===== config.mk =====
export PLATFORM = sky130hd
export DESIGN_NAME = bcd_word_converter
export DESIGN_NICKNAME = d
export VERILOG_FILES = /design/src/rtl/bcd_word_converter.sv
export SDC_FILE = /design/constraint.sdc
export NUM_CORES = 1
export LEC_CHECK = 0
export BUFFER_PORTS_ARGS = -buffer_cell sky130_fd_sc_hd__buf_4
export CELL_PAD_IN_SITES_DETAIL_PLACEMENT = 0
export CELL_PAD_IN_SITES_GLOBAL_PLACEMENT = 2
export CORE_ASPECT_RATIO = 1.2
export CORE_MARGIN = 5
export CORE_UTILIZATION = 34
export CTS_CLUSTER_DIAMETER = 60
export DETAILED_ROUTE_END_ITERATION = 8
export GPL_TIMING_DRIVEN = 0
export HOLD_SLACK_MARGIN = 0.08
export PLACE_DENSITY_LB_ADDON = 0.1
export SYNTH_ARGS = -nofsm -noshare
export SYNTH_HDL_FRONTEND = slang
export SYNTH_SLANG_ARGS = --single-unit
export TNS_END_PERCENT = 10

===== constraint.sdc =====
create_clock -name clk -period 4.2 [get_ports clk]
set_clock_uncertainty 0.1 [all_clocks]
set_input_delay 0 -clock clk [delete_from_list [all_inputs] [get_ports clk]]
set_output_delay 0 -clock clk [all_outputs]
set_load 0.02 [all_outputs]

===== src/rtl/bcd_word_converter.sv =====
// bcd_word_converter: converts a packed BCD word to unsigned binary. It handles one
// digit per clock, starting with the most significant digit. A single shared
// bcd_to_binary digit converter feeds an acc*10 + digit accumulator.
// Optional feature: define BCD_WORD_CONV_ERR_CHECK_EN to enable invalid-digit detection.

module bcd_word_converter #(
  parameter int unsigned DIGITS = 4,
  parameter int unsigned OUT_W  = 14
) (
  input  logic                  clk,
  input  logic                  reset,
  input  logic                  start,
  input  logic [4*DIGITS-1:0]   bcd_in,
  output logic                  busy,
  output logic                  done,
  output logic [OUT_W-1:0]      bin_out,
  output logic                  error
);

  localparam int unsigned WORD_W = 4 * DIGITS;
  localparam int unsigned CNT_W  = (DIGITS > 1) ? $clog2(DIGITS) : 1;

  typedef enum logic [1:0] {
    IDLE = 2'd0,
    CONV = 2'd1,
    DONE = 2'd2
  } state_t;

  state_t              state;
  logic [WORD_W-1:0]   word_q;
  logic [OUT_W-1:0]    acc;
  logic [CNT_W-1:0]    cnt;

  logic [3:0]          digit_c;
  logic [3:0]          digit_val_c;
  logic [OUT_W-1:0]    acc_x10_c;
  logic [OUT_W-1:0]    acc_next_c;

`ifdef BCD_WORD_CONV_ERR_CHECK_EN
  logic                digit_bad_c;
  logic                err_flag;
`endif

  // Select the digit addressed by the down-counter (MSD first)
  assign digit_c = word_q[{cnt, 2'b00} +: 4];

  // One digit converter, time-shared across all digit positions
  bcd_to_binary u_digit (
    .digit     (digit_c),
`ifdef BCD_WORD_CONV_ERR_CHECK_EN
    .invalid_c (digit_bad_c),
`endif
    .value_c   (digit_val_c)
  );

  // acc*10 as shift-add; truncation modulo 2^OUT_W is intentional
  assign acc_x10_c  = (acc << 3) + (acc << 1);
  assign acc_next_c = acc_x10_c + OUT_W'(digit_val_c);

  // Control FSM with registered outputs
  always_ff @(posedge clk) begin
    if (reset) begin
      state   <= IDLE;
      word_q  <= '0;
      acc     <= '0;
      cnt     <= '0;
      busy    <= 1'b0;
      done    <= 1'b0;
      bin_out <= '0;
`ifdef BCD_WORD_CONV_ERR_CHECK_EN
      err_flag <= 1'b0;
      error    <= 1'b0;
`endif
    end else begin
      done <= 1'b0;
      case (state)
        IDLE: begin
          if (start) begin
            word_q <= bcd_in;
            acc    <= '0;
            cnt    <= CNT_W'(DIGITS - 1);
            busy   <= 1'b1;
            state  <= CONV;
`ifdef BCD_WORD_CONV_ERR_CHECK_EN
            err_flag <= 1'b0;
`endif
          end
        end
        CONV: begin
          acc <= acc_next_c;
`ifdef BCD_WORD_CONV_ERR_CHECK_EN
          err_flag <= err_flag | digit_bad_c;
`endif
          if (cnt == '0) begin
            state <= DONE;
          end else begin
            cnt <= cnt - CNT_W'(1);
          end
        end
        DONE: begin
          done  <= 1'b1;
          busy  <= 1'b0;
          state <= IDLE;
`ifdef BCD_WORD_CONV_ERR_CHECK_EN
          error   <= err_flag;
          bin_out <= err_flag ? '0 : acc;
`else
          bin_out <= acc;
`endif
        end
        default: begin
          busy  <= 1'b0;
          state <= IDLE;
        end
      endcase
    end
  end

`ifndef BCD_WORD_CONV_ERR_CHECK_EN
  // Without checking there is no error source
  assign error = 1'b0;
`endif

endmodule

// bcd_to_binary: single-digit converter. It passes the raw 4-bit value through and,
// when checking is enabled, flags codes 10..15.
module bcd_to_binary (
  input  logic [3:0] digit,
`ifdef BCD_WORD_CONV_ERR_CHECK_EN
  output logic       invalid_c,
`endif
  output logic [3:0] value_c
);

  // A BCD digit's binary value equals its code
  assign value_c = digit;

`ifdef BCD_WORD_CONV_ERR_CHECK_EN
  // Codes above 9 are not BCD
  assign invalid_c = (digit > 4'd9);
`endif

endmodule


; ---- Word-level counts from Yosys, hierarchy flattened
; Index checks and enable logic that the tools add are counted.
[classes]
n_addsub = 3
n_mul = 0
div_mod_pow = 0
magnitude_cmp = 0
n_eq_ne = 5
shift = 1
mux = 11
bitwise_logic = 1
reduce_logical = 8
[op_table]
columns = op, n
row1 = $pmux W14 S2, 1
row2 = $shiftx A16 B5 Y4, 1
row3 = $add A14 B14 Y14, 1
row4 = $add A14 B4 Y14, 1
row5 = $mux W14, 1
row6 = $mux W2, 4
row7 = $pmux W2 S2, 2
row8 = $reduce_and A2 Y1, 4
row9 = $ne A2 B2 Y1 const B, 3
row10 = $logic_not A2 Y1, 2
row11 = $reduce_and A3 Y1, 1
row12 = $eq A2 B1 Y1 const B, 1
row13 = $eq A2 B2 Y1 const B, 1
row14 = $mux W1, 2
row15 = $pmux W1 S2, 1
row16 = $reduce_bool A2 Y1, 1
row17 = $sub A2 B1 Y2 const B, 1
row18 = $not A1 Y1, 1
[word_totals]
ff_bits = 50
latch_bits = 0
mem_bits_rw = 0
mem_bits_ro = 0
out_inout_bits = 17
memories = 0

; ---- Logic depth before layout (Yosys ltp)
; Gate-level depths: netlist (run 1).
[depth]
word_depth = 3
ltp_mapped = 11
ltp_nobuf = 10

; ---- Hierarchy
; From an unflattened synthesis (run 1), not the netlist that was laid out.
[unflattened]
cells_unflattened = 299
area_unflattened_um2 = 2551.2
[by_module_without_submodules]
columns = module, instances, cells_per_inst, area_per_inst_um2, seq_area_each_um2
row1 = bcd_word_converter, 1, 295, 2521.2, 1001.0
row2 = bcd_to_binary, 1, 4, 30.0, 0.0

; ---- Least setup slack after synthesis (run 1)
; Ideal clock, no wire load.
[synth_path]
path_kind = register to register
startpoint = register cnt[0]
endpoint = register acc[12]
setup_ns = 0.117
arrival_time_ns = 2.932
slack_ns = 1.051
stages_incl_launch_ff = 11
n_path_buf = 1
synth_period_minus_slack_ns = 3.149
path_cell_list = dfxtp_1 clkbuf_1 mux4_2 ha_1 ha_1 fa_1 a21o_1 a221oi_2 o21ai_1 xor2_1 a22o_1
[synth_between]
elab_chain_len = 3
[synth_lines]
columns = item, line
row1 = start: declaration, 32  ; logic [CNT_W-1:0] cnt;
row2 = start signal: assignment, 81  ; cnt <= CNT_W'(DIGITS - 1);
row3 = start signal: assignment, 97  ; cnt <= cnt - CNT_W'(1);
row4 = $shiftx A16 B5 Y4, 45  ; assign digit_c = word_q[{cnt, 2'b00} +: 4];
row5 = $add A14 B4 Y14, 58  ; assign acc_next_c = acc_x10_c + OUT_W'(digit_val_c);
row6 = $pmux W14 S2, 76  ; case (state)
row7 = end signal: assignment, 90  ; acc <= acc_next_c;
row8 = end: declaration, 31  ; logic [OUT_W-1:0] acc;
; Every way passes these cells.
; A chain may end at the register's enable or synchronous reset.

; ---- Worst setup path in the final report (run 1)
; Same ends and word-level chain as after synthesis.

==> flow_metrics.tcl, run 1 <==
set metrics [dict create \
    synth_most_common_cell "nand2_1" \
    synthSimpleGateAreaFrac_pct 17.6 \
    seq_power_share_pct 47.7 \
    critPathLaunchType "flip-flop" \
    cap_violations 0 \
    powerDensity_nw_per_um2 335 \
    max_freq_mhz 286 \
    num_rows 34 \
    muxShareOfSynthArea_pct 3.63 \
    synth-seq-cells 50 \
    slew_violations 0 \
    synth_top_family_by_area "compound AO/OA/AOI/OAI gates" \
    combPwrFrac_pct 13.4 \
    nNetsFinal 387 \
    areaGrowthSynthToFinish_pct 27.7 \
    fillers 742 \
    cp_max_fo 7 \
    routedWlPerCell_microns 13.4 \
    route.vias.total 2092 \
    p_int_mw 0.796 \
    synth-warning-count 0 \
    rsz0062_at_grt "false" \
    clk_latency_ps 310 \
    async_reset_ff_share_pct 0 \
    yosysTopAreaCell "dfxtp_1" \
    final_hold_viol_count 0 \
    drcViolationCount 0 \
    synthTopCellsByCount "nand2_1 (66), dfxtp_1 (50), a21oi_1 (40)" \
    seq_area_frac_synth_pct 40.3 \
    ant_nets 0 \
    ir_drop_uv 181 \
    synth_edf_count 0 \
    hold_ws_ps 358 \
    placed_area_sq_um 2840 \
    num_antenna_cells 0 \
    hold_path.class "flip-flop to flip-flop" \
    required_ps 4300 \
    finalSetupViolations 0 \
    synth_area_leaders "dfxtp_1 (40%), ha_1 (12%), nand2_1 (10%), a21oi_1 (8.1%), mux4_2 (3.6%)" \
    cts.htree.levels 2 \
    tightestPinTransition_ps 616 \
    synth_area_per_cell_sq_um 8.74 \
    drive_gt1_share_pct 15.4 \
    syn_nets 328 \
    gp_congestion 0.809 \
    cts_buffers 5 \
    fp.dieW_microns 88.0 \
    slowest_delay_ps 590 \
    clockBufferDepth 2 \
    vias_per_cell 4.82 \
    yosys_most_used_dff "dfxtp_1" \
    placed_cells 407 \
    grt_pass1_vias 2065 \
    p_total_mw 1.06 \
    pwr-share-clk_pct 38.9 \
    pre_cts_ws_ps 691 \
    grt_max_degree 17 \
    cp_common_cell "ha_1" \
    power_switching_mw 0.267 \
    status "finished clean" \
    track_usage_pct 13.7 \
    syn_inst 284 \
    finalSetupTns_ps 0 \
    totalWireLength_microns 5800 \
    cts_resized 0 \
    p_sw_share_pct 25.1 \
    cts.sinks 50 \
    synthXorXnorAreaFrac_pct 2.82 \
    dpl.hpwl_microns 4380 \
    worstSetupPathType "flip-flop to flip-flop" \
    layout_min_cycle_time_ps 3500 \
    slowest_stage "mux4_2" \
    clk_pin_slew_ps 110 \
    antenna_found_initial 0 \
    clock-root-buffer "clkbuf_8" \
    die_h_microns 104 \
    synth.distinct_cells 40 \
    cts_tree "done" \
    period_share_pct 83.3 \
    worst_ep_arrival_time_ps 3600 \
    fin_ws_ps 701 \
    path_cells "clkbuf_1 -> mux4_2 -> ha_1 -> ha_1 -> fa_1 -> a21o_1 -> a221oi_2 -> o21ai_1 -> xor2_1 -> a22o_1" \
    drtIter0Drc 42 \
    coreArea_sq_um 7190 \
    die_area_sq_um 9110 \
    fin_util_pct 44.1 \
    numPortBuffers 33 \
    synth_top_area_share_pct 40.3 \
    synth_compound_area_share_pct 18.8 \
    synthAdderAreaFrac_pct 13.2 \
    total_leakage_power_nw 1.38 \
    endpoint_kind "flip-flop" \
    postCtsSetupRepairBufs 0 \
    hold_buffers 19 \
    dr.pass1.iters 4 \
    relSlewSlack_pct 58.8 \
    final_area_sq_um 3170 \
    netlist_area_sq_um 2480 \
    start_util_pct 34.5 \
    grt-ovfl-total 0 \
    ios 36 \
    final_cells 434 \
    grt_pass1_wl_microns 9980 \
]
[cell usage in the layout, fill, tap and decap left out, types with 2 or more instances in the layout]
master,synthesis,final
or3_1,3,3
a22oi_1,8,8
ha_1,23,23
xnor2_1,5,5
a22o_1,2,2
bufinv_16,0,2
nand2_1,66,66
nor2b_1,3,3
nand3_1,2,2
clkbuf_8,0,5
inv_1,8,8
nand4_1,3,3
nor2_1,16,16
buf_4,1,34
clkbuf_1,12,12
dfxtp_1,50,50
a32o_1,3,3
o21ai_1,2,2
and2_1,2,2
mux4_2,4,4
fa_1,2,2
o21ai_0,3,3
nor3_1,2,2
a21o_1,4,4
dlygate4sd3_1,0,19
xor2_1,3,3
a211oi_1,2,2
a21oi_1,40,40
[sequential cells by signal, indices dropped and copies added (netlist names)]
signal,flops
state,2
word_q,16
cnt,2
bin_out,14
acc,14
busy,1
done,1
[power by group through the flow]
stage	clock network [mW]	registers, mW	logic, mW
after detailed placement	0	0.518	0.131
after global placement	0	0.518	0.130
final	0.414	0.507	0.142
after global routing	0.441	0.510	0.162
after CTS	0.426	0.507	0.146
after floorplan	0	0.515	0.0881
[worst max-delay path, delay by kind of cell, from the launching register on]
family	cells	cell delay, ps
muxes	1	590
AOI/OAI and AO/OA	4	890
xor gates and xnor gates	1	160
adders and majority gates	3	940
buffers and inverters	1	380
DFF	1	320
[metal layers]
layer | vias to the layer above | wire length, microns | track usage, %
met2 | 25 | 2900 | 23.1
li1 | 1105 | - | -
met5 | - | 0 | 0
met3 | 6 | 170 | 2.46
met1 | 956 | 2670 | 17.8
met4 | 0 | 61 | 3.29
[path summary, 6_finish.rpt]
path / startpoint / end / slack [ps] / cells after the start
setup / recovery: cnt[0]$_SDFFE_PP0P_ / acc[12]$_SDFFE_PP0P_ / 700 / 10
hold / removal: bin_out[7]$_SDFFE_PP0P_ / bin_out[7]$_SDFFE_PP0P_ / 360 / 2
setup reg to reg: cnt[0]$_SDFFE_PP0P_ / acc[12]$_SDFFE_PP0P_ / 700 / 10
hold reg to reg: bin_out[7]$_SDFFE_PP0P_ / bin_out[7]$_SDFFE_PP0P_ / 360 / 2
[layout make-up]
| cell class | instances | area, sq um | area share [%] |
|---|---|---|---|
| Buffer | 14 | 56.3 | 1.78 |
| Clock buffer | 5 | 68.8 | 2.17 |
| Clock inverter | 3 | 68.8 | 2.17 |
| Inverter | 8 | 30.0 | 0.947 |
| Multi-Input combinational cell | 212 | 1390 | 44.0 |
| Sequential cell | 50 | 1000 | 31.6 |
| Tap cell | 90 | 113 | 3.55 |
| Timing Repair Buffer | 52 | 438 | 13.8 |
[kinds of logic after synthesis]
family,Yosys count
flip-flops,50
adder cells (fa/ha/maj),25
XOR/XNOR,8
buffers and inverters,22
AND/OR/NAND/NOR,102
multiplexers,4
other,1
AO/OA/AOI/OAI,72
(Power assumes the default switching activity.)
==> run 2: changes to the inputs <==
==> constraint.sdc (replaced) <==
create_clock -name clk -period 3.22 [get_ports clk]
set_clock_uncertainty 0.1 [all_clocks]
set_input_delay 0 -clock clk [delete_from_list [all_inputs] [get_ports clk]]
set_output_delay 0 -clock clk [all_outputs]
set_load 0.02 [all_outputs]
==> run 2 against run 1 <==
  * Count of clock-buffer cells in the layout unchanged
  * Die area unchanged
  * Combinational power increased by 30%
  * Sequential share of layout area decreased by 0.14 points
  * Routed wire length increased by 0.26%
  * Core utilization increased by 0.37 points
  * Non-clock buffer count increased by 1
  * Sequential cell count unchanged
  * Global-route usage increased by 0.064 points
  * Maximum frequency increased by 14%
  * Total power increased by 31%
  * Cell count increased by 0.23%
==> flow_metrics.tcl, run 2 (synthesis gave the netlist of run 1 again) <==
set metrics [dict create \
    status "finished clean" \
    num_antenna_cells 0 \
    ir_drop_uv 238 \
    grt_pass1_vias 2074 \
    drive_gt1_share_pct 16.2 \
    ios 36 \
    clock-root-buffer "clkbuf_8" \
    fin_util_pct 44.4 \
    multi_input_area_sq_um 1410 \
    largest_reg_flops 16 \
    grt_max_degree 17 \
    finalSetupTns_ps 0 \
    slew_violations 0 \
    hold_path.class "flip-flop to flip-flop" \
    cpLargestDelayFamily "adder cells" \
    totalWireLength_microns 5820 \
    cp_max_fo 4 \
    reg2reg_slack_ps 150 \
    clk_pin_slew_ps 100 \
    route.vias.total 2105 \
    total_leakage_power_nw 1.39 \
    grt-ovfl-total 0 \
    seq_area_sq_um 1000 \
    placed_area_sq_um 2840 \
    grt_pass1_wl_microns 10000 \
    cts_buffers 5 \
    relSlewSlack_pct 58.2 \
    powerDensity_nw_per_um2 435 \
    num_rows 34 \
    endpoint_kind "flip-flop" \
    required_ps 3320 \
    path_cells "mux4_2 -> ha_1 -> ha_1 -> fa_1 -> a21o_1 -> a221oi_4 -> o21ai_1 -> xor2_1 -> a22o_1" \
    dr.pass1.iters 4 \
    finalSetupViolations 0 \
    slowest_stage "mux4_2" \
    pre_cts_ws_ps -289 \
    numPortBuffers 33 \
    ant_nets 0 \
    fp.dieW_microns 88.0 \
    gp_congestion 0.809 \
    areaGrowthSynthToFinish_pct 28.8 \
    tightestPinTransition_ps 624 \
    reg_top3 "word_q (16), acc (14), bin_out (14)" \
    final_area_sq_um 3200 \
    max_freq_mhz 325 \
    routedWlPerCell_microns 13.4 \
    vias_per_cell 4.84 \
    dpl.hpwl_microns 4380 \
    worst-path-buf-inv 0 \
    coreArea_sq_um 7190 \
    start_util_pct 34.5 \
    die_h_microns 104 \
    final_hold_viol_count 0 \
    critPathLaunchType "flip-flop" \
    layout_min_cycle_time_ps 3070 \
    final_cell_mix "nand2_1 (66), dfxtp_1 (49), a21oi_1 (40)" \
    clockBufferDepth 2 \
    slowest_delay_ps 520 \
    fin_ws_ps 148 \
    final_common_cell "nand2_1" \
    drtIter0Drc 50 \
    cts_tree "done" \
    cts.htree.levels 2 \
    hold_ws_ps 358 \
    track_usage_pct 13.7 \
    cap_violations 0 \
    period_share_pct 95.4 \
    top_register "word_q" \
    fillers 743 \
    drcViolationCount 0 \
    antenna_found_initial 0 \
    worst_ep_arrival_time_ps 3180 \
    die_area_sq_um 9110 \
    worstSetupPathType "flip-flop to flip-flop" \
    rsz0062_at_grt "false" \
    clk_latency_ps 310 \
    cp_common_cell "ha_1" \
    nNetsFinal 388 \
    cts.sinks 50 \
]
[run 2: changes by cell type in the layout (fill, tap and decap cells not counted), sizes merged]
cell,previous run,this run
buf,35,37
clkbuf,17,16
[run 2: metal layers]
metal	track usage [%]	up-vias	wire (microns)
met2	23.2	27	2930
li1	-	1108	-
met4	3.29	0	62
met1	17.9	963	2650
met3	2.46	7	178
met5	0	-	0
[run 2: where the power goes]
part           leakage (nW)  total, mW  switching [mW]  internal (mW)
Combinational         0.915      0.184          0.0988         0.0853
Clock                0.0683      0.540           0.228          0.312
Sequential            0.407      0.665          0.0209          0.644
Total                  1.39       1.39           0.348           1.04
[run 2: metrics by stage]
stage	std cells	total power [mW]
3_3_place_gp	407	0.846
6_report	435	1.39
4_1_cts	433	1.41
3_5_place_dp	407	0.847
5_1_grt	435	1.45
2_1_floorplan	284	0.787
[run 2: final timing paths]
path / from / depth (start not counted) / endpoint
worst min register to register: bin_out[6]$_SDFFE_PP0P_ / 2 / bin_out[6]$_SDFFE_PP0P_
worst max-delay path: cnt[0]$_SDFFE_PP0P_ / 9 / acc[12]$_SDFFE_PP0P_
worst min-delay path: bin_out[6]$_SDFFE_PP0P_ / 2 / bin_out[6]$_SDFFE_PP0P_
worst max register to register: cnt[0]$_SDFFE_PP0P_ / 9 / acc[12]$_SDFFE_PP0P_
[run 2: final cells by class]
class / instances / share of cell area (%)
inverter: 8 / 0.940
clock buffer: 5 / 2.15
multi-input combinational: 212 / 44.0
tap: 90 / 3.52
timing repair buffer: 54 / 14.2
buffer: 13 / 1.64
sequential: 50 / 31.4
clock inverter: 3 / 2.15
[run 2: tightest hold or removal path, delay by kind of cell (launching register included)]
kind,cells,cell delay [ps]
compound gates,1,50
simple gates,1,50
flops,1,320
[run 2: what timing repair did]
action                                 in CTS  in global routing
endpoints found under the hold margin      20                  0
setup buffers                               0                  2
hold buffers                               19                  0
pin swaps                                   0                  1
resized for setup                           2                  1
setup endpoints to repair                   6                  5
==> run 3: changes to the inputs <==
--- a/config.mk
+++ b/config.mk
@@ -16,6 +16,7 @@
 export GPL_TIMING_DRIVEN = 0
 export HOLD_SLACK_MARGIN = 0.08
 export PLACE_DENSITY_LB_ADDON = 0.1
+export RECOVER_POWER = 25
 export SYNTH_ARGS = -nofsm -noshare
 export SYNTH_HDL_FRONTEND = slang
 export SYNTH_SLANG_ARGS = --single-unit
==> run 3 against run 2 <==
  * Cell count unchanged
  * Total power down 0.12%
  * Via count about the same
  * Hold slack worse by 1.7 ps
  * Sequential power about the same
  * Largest cell class unchanged
  * Highest routed layer unchanged
==> flow_metrics.tcl, run 3 (synthesis gave the netlist of run 1 again) <==
set metrics [dict create \
    period_share_pct 95.4 \
    final_cells 435 \
    vias_per_cell 4.84 \
    tightestPinTransition_ps 624 \
    rsz0062_at_grt "false" \
    cts.htree.levels 2 \
    totalWireLength_microns 5840 \
    clock-root-buffer "clkbuf_8" \
    timing.rr.end "acc[12]$_SDFFE_PP0P_" \
    clockBufferDepth 2 \
    clk_pin_slew_ps 100 \
    num_antenna_cells 0 \
    ant_nets 0 \
    track_usage_pct 13.7 \
    cpLargestDelayFamily "adder cells" \
    layout_min_cycle_time_ps 3070 \
    cp_max_fo 4 \
    cts.sinks 50 \
    grt_max_degree 17 \
    cts_buffers 5 \
    reg2reg_slack_ps 150 \
    drcViolationCount 0 \
    num_rows 34 \
    hold_end "bin_out[7]$_SDFFE_PP0P_" \
    final_cell_mix "nand2_1 (66), dfxtp_1 (49), a21oi_1 (40)" \
    worst_ep_arrival_time_ps 3180 \
    min_path_cells 2 \
    final_common_cell "nand2_1" \
    grt-ovfl-total 0 \
    routedWlPerCell_microns 13.4 \
    slew_violations 0 \
    total_leakage_power_nw 1.32 \
    endpoint_kind "flip-flop" \
    numPortBuffers 33 \
    antenna_found_initial 0 \
    drtIter0Drc 51 \
    hold_path.class "flip-flop to flip-flop" \
    route.vias.total 2107 \
    min_from "bin_out[7]$_SDFFE_PP0P_" \
    clk_latency_ps 310 \
    reg_top3 "word_q (16), acc (14), bin_out (14)" \
    slowest_delay_ps 520 \
    slowest_stage "mux4_2" \
    max_freq_mhz 325 \
    dr.pass1.iters 4 \
    areaGrowthSynthToFinish_pct 26.4 \
    placed_area_sq_um 2840 \
    gp_congestion 0.809 \
    start_util_pct 34.5 \
    top_register "word_q" \
    die_area_sq_um 9110 \
    largest_reg_flops 16 \
    grt_pass1_wl_microns 10000 \
    critPathLaunchType "flip-flop" \
    dpl.hpwl_microns 4380 \
    ir_drop_uv 238 \
    status "finished clean" \
    cp_common_cell "ha_1" \
    finalSetupTns_ps 0 \
    grt_pass1_vias 2074 \
    p_total_mw 1.39 \
    finalSetupViolations 0 \
    drive_gt1_share_pct 11.6 \
    cap_violations 0 \
    worst-r2r-cell-count 9 \
    worst-path-buf-inv 0 \
    powerDensity_nw_per_um2 442 \
    required_ps 3320 \
    fp.dieW_microns 88.0 \
    placed_cells 407 \
    ios 36 \
    cts_tree "done" \
    coreArea_sq_um 7190 \
    nNetsFinal 388 \
    worstSetupPathType "flip-flop to flip-flop" \
    relSlewSlack_pct 58.2 \
    final_area_sq_um 3140 \
    worstReg2RegStart "cnt[0]$_SDFFE_PP0P_" \
    final_hold_viol_count 0 \
    die_h_microns 104 \
    path_cells "mux4_2 -> ha_1 -> ha_1 -> fa_1 -> a21o_1 -> a221oi_4 -> o21ai_1 -> xor2_1 -> a22o_1" \
]
## run 3: cell count changes in the layout (fill, tap and decap cells not counted)
cell      delta
buf_4       -16
clkbuf_1    +16
## run 3: area by class of cell
class	instances	area, sq um
plain buffers	13	52.6
clock inverters	3	68.8
fillers	758	4050
clock buffers	5	68.8
multi-input cells	212	1410
flip-flops and latches	50	1000
well taps	90	113
repair buffers	54	393
inverters	8	30.0
## run 3: what timing repair did
item,CTS,global route
pin swaps,0,1
endpoints found under the hold margin,20,0
setup buffers,0,2
endpoints found under the setup margin,6,5
hold buffers,19,0
gates resized for setup,2,1
## run 3: worst max path at each step
| stage | startpoint | end | slack [ps] | cells after the start |
|---|---|---|---|---|
| after global placement | cnt[0]$_SDFFE_PP0P_ | acc[10]$_SDFFE_PP0P_ | -280 | 10 |
| after global routing | cnt[0]$_SDFFE_PP0P_ | acc[12]$_SDFFE_PP0P_ | 7 | 9 |
| after floorplan | cnt[0]$_SDFFE_PP0P_ | acc[12]$_SDFFE_PP0P_ | 70 | 10 |
| final | cnt[0]$_SDFFE_PP0P_ | acc[12]$_SDFFE_PP0P_ | 150 | 9 |
| after CTS | cnt[0]$_SDFFE_PP0P_ | acc[12]$_SDFFE_PP0P_ | 20 | 9 |
| after detailed placement | cnt[0]$_SDFFE_PP0P_ | acc[10]$_SDFFE_PP0P_ | -290 | 10 |
## run 3: metal layers
metal / global-route usage (%) / part of all wire (%) / vias up / routed length (microns)
li1: - / - / 1107 / -
met4: 3.29 / 1.1 / 0 / 62
met3: 2.46 / 3.3 / 7 / 195
met1: 17.9 / 45 / 963 / 2650
met5: 0 / 0 / - / 0
met2: 23.2 / 50 / 30 / 2930
## run 3: through the flow
stage                     worst slack (ps)  utilization, %  hold WS, ps
final                                  147            43.6          357
after global routing                  6.75            43.6          375
after CTS                             21.7            44.2          360
after detailed placement              -289            39.5          154
after global placement                -277            39.5          148
after floorplan                       71.1               -         36.0
## run 3: power breakdown
group	switching [mW]	total, mW	internal, mW
Combinational	0.0987	0.182	0.0838
Clock	0.228	0.540	0.312
Sequential	0.0210	0.665	0.644
Total	0.348	1.39	1.04
## run 3: worst min-delay path, delay by kind of cell, from the launching register on
kind             cells  cell delay (ps)
AND/OR/NAND/NOR      1               50
flip-flops           1              320
AO/OA/AOI/OAI        1               50
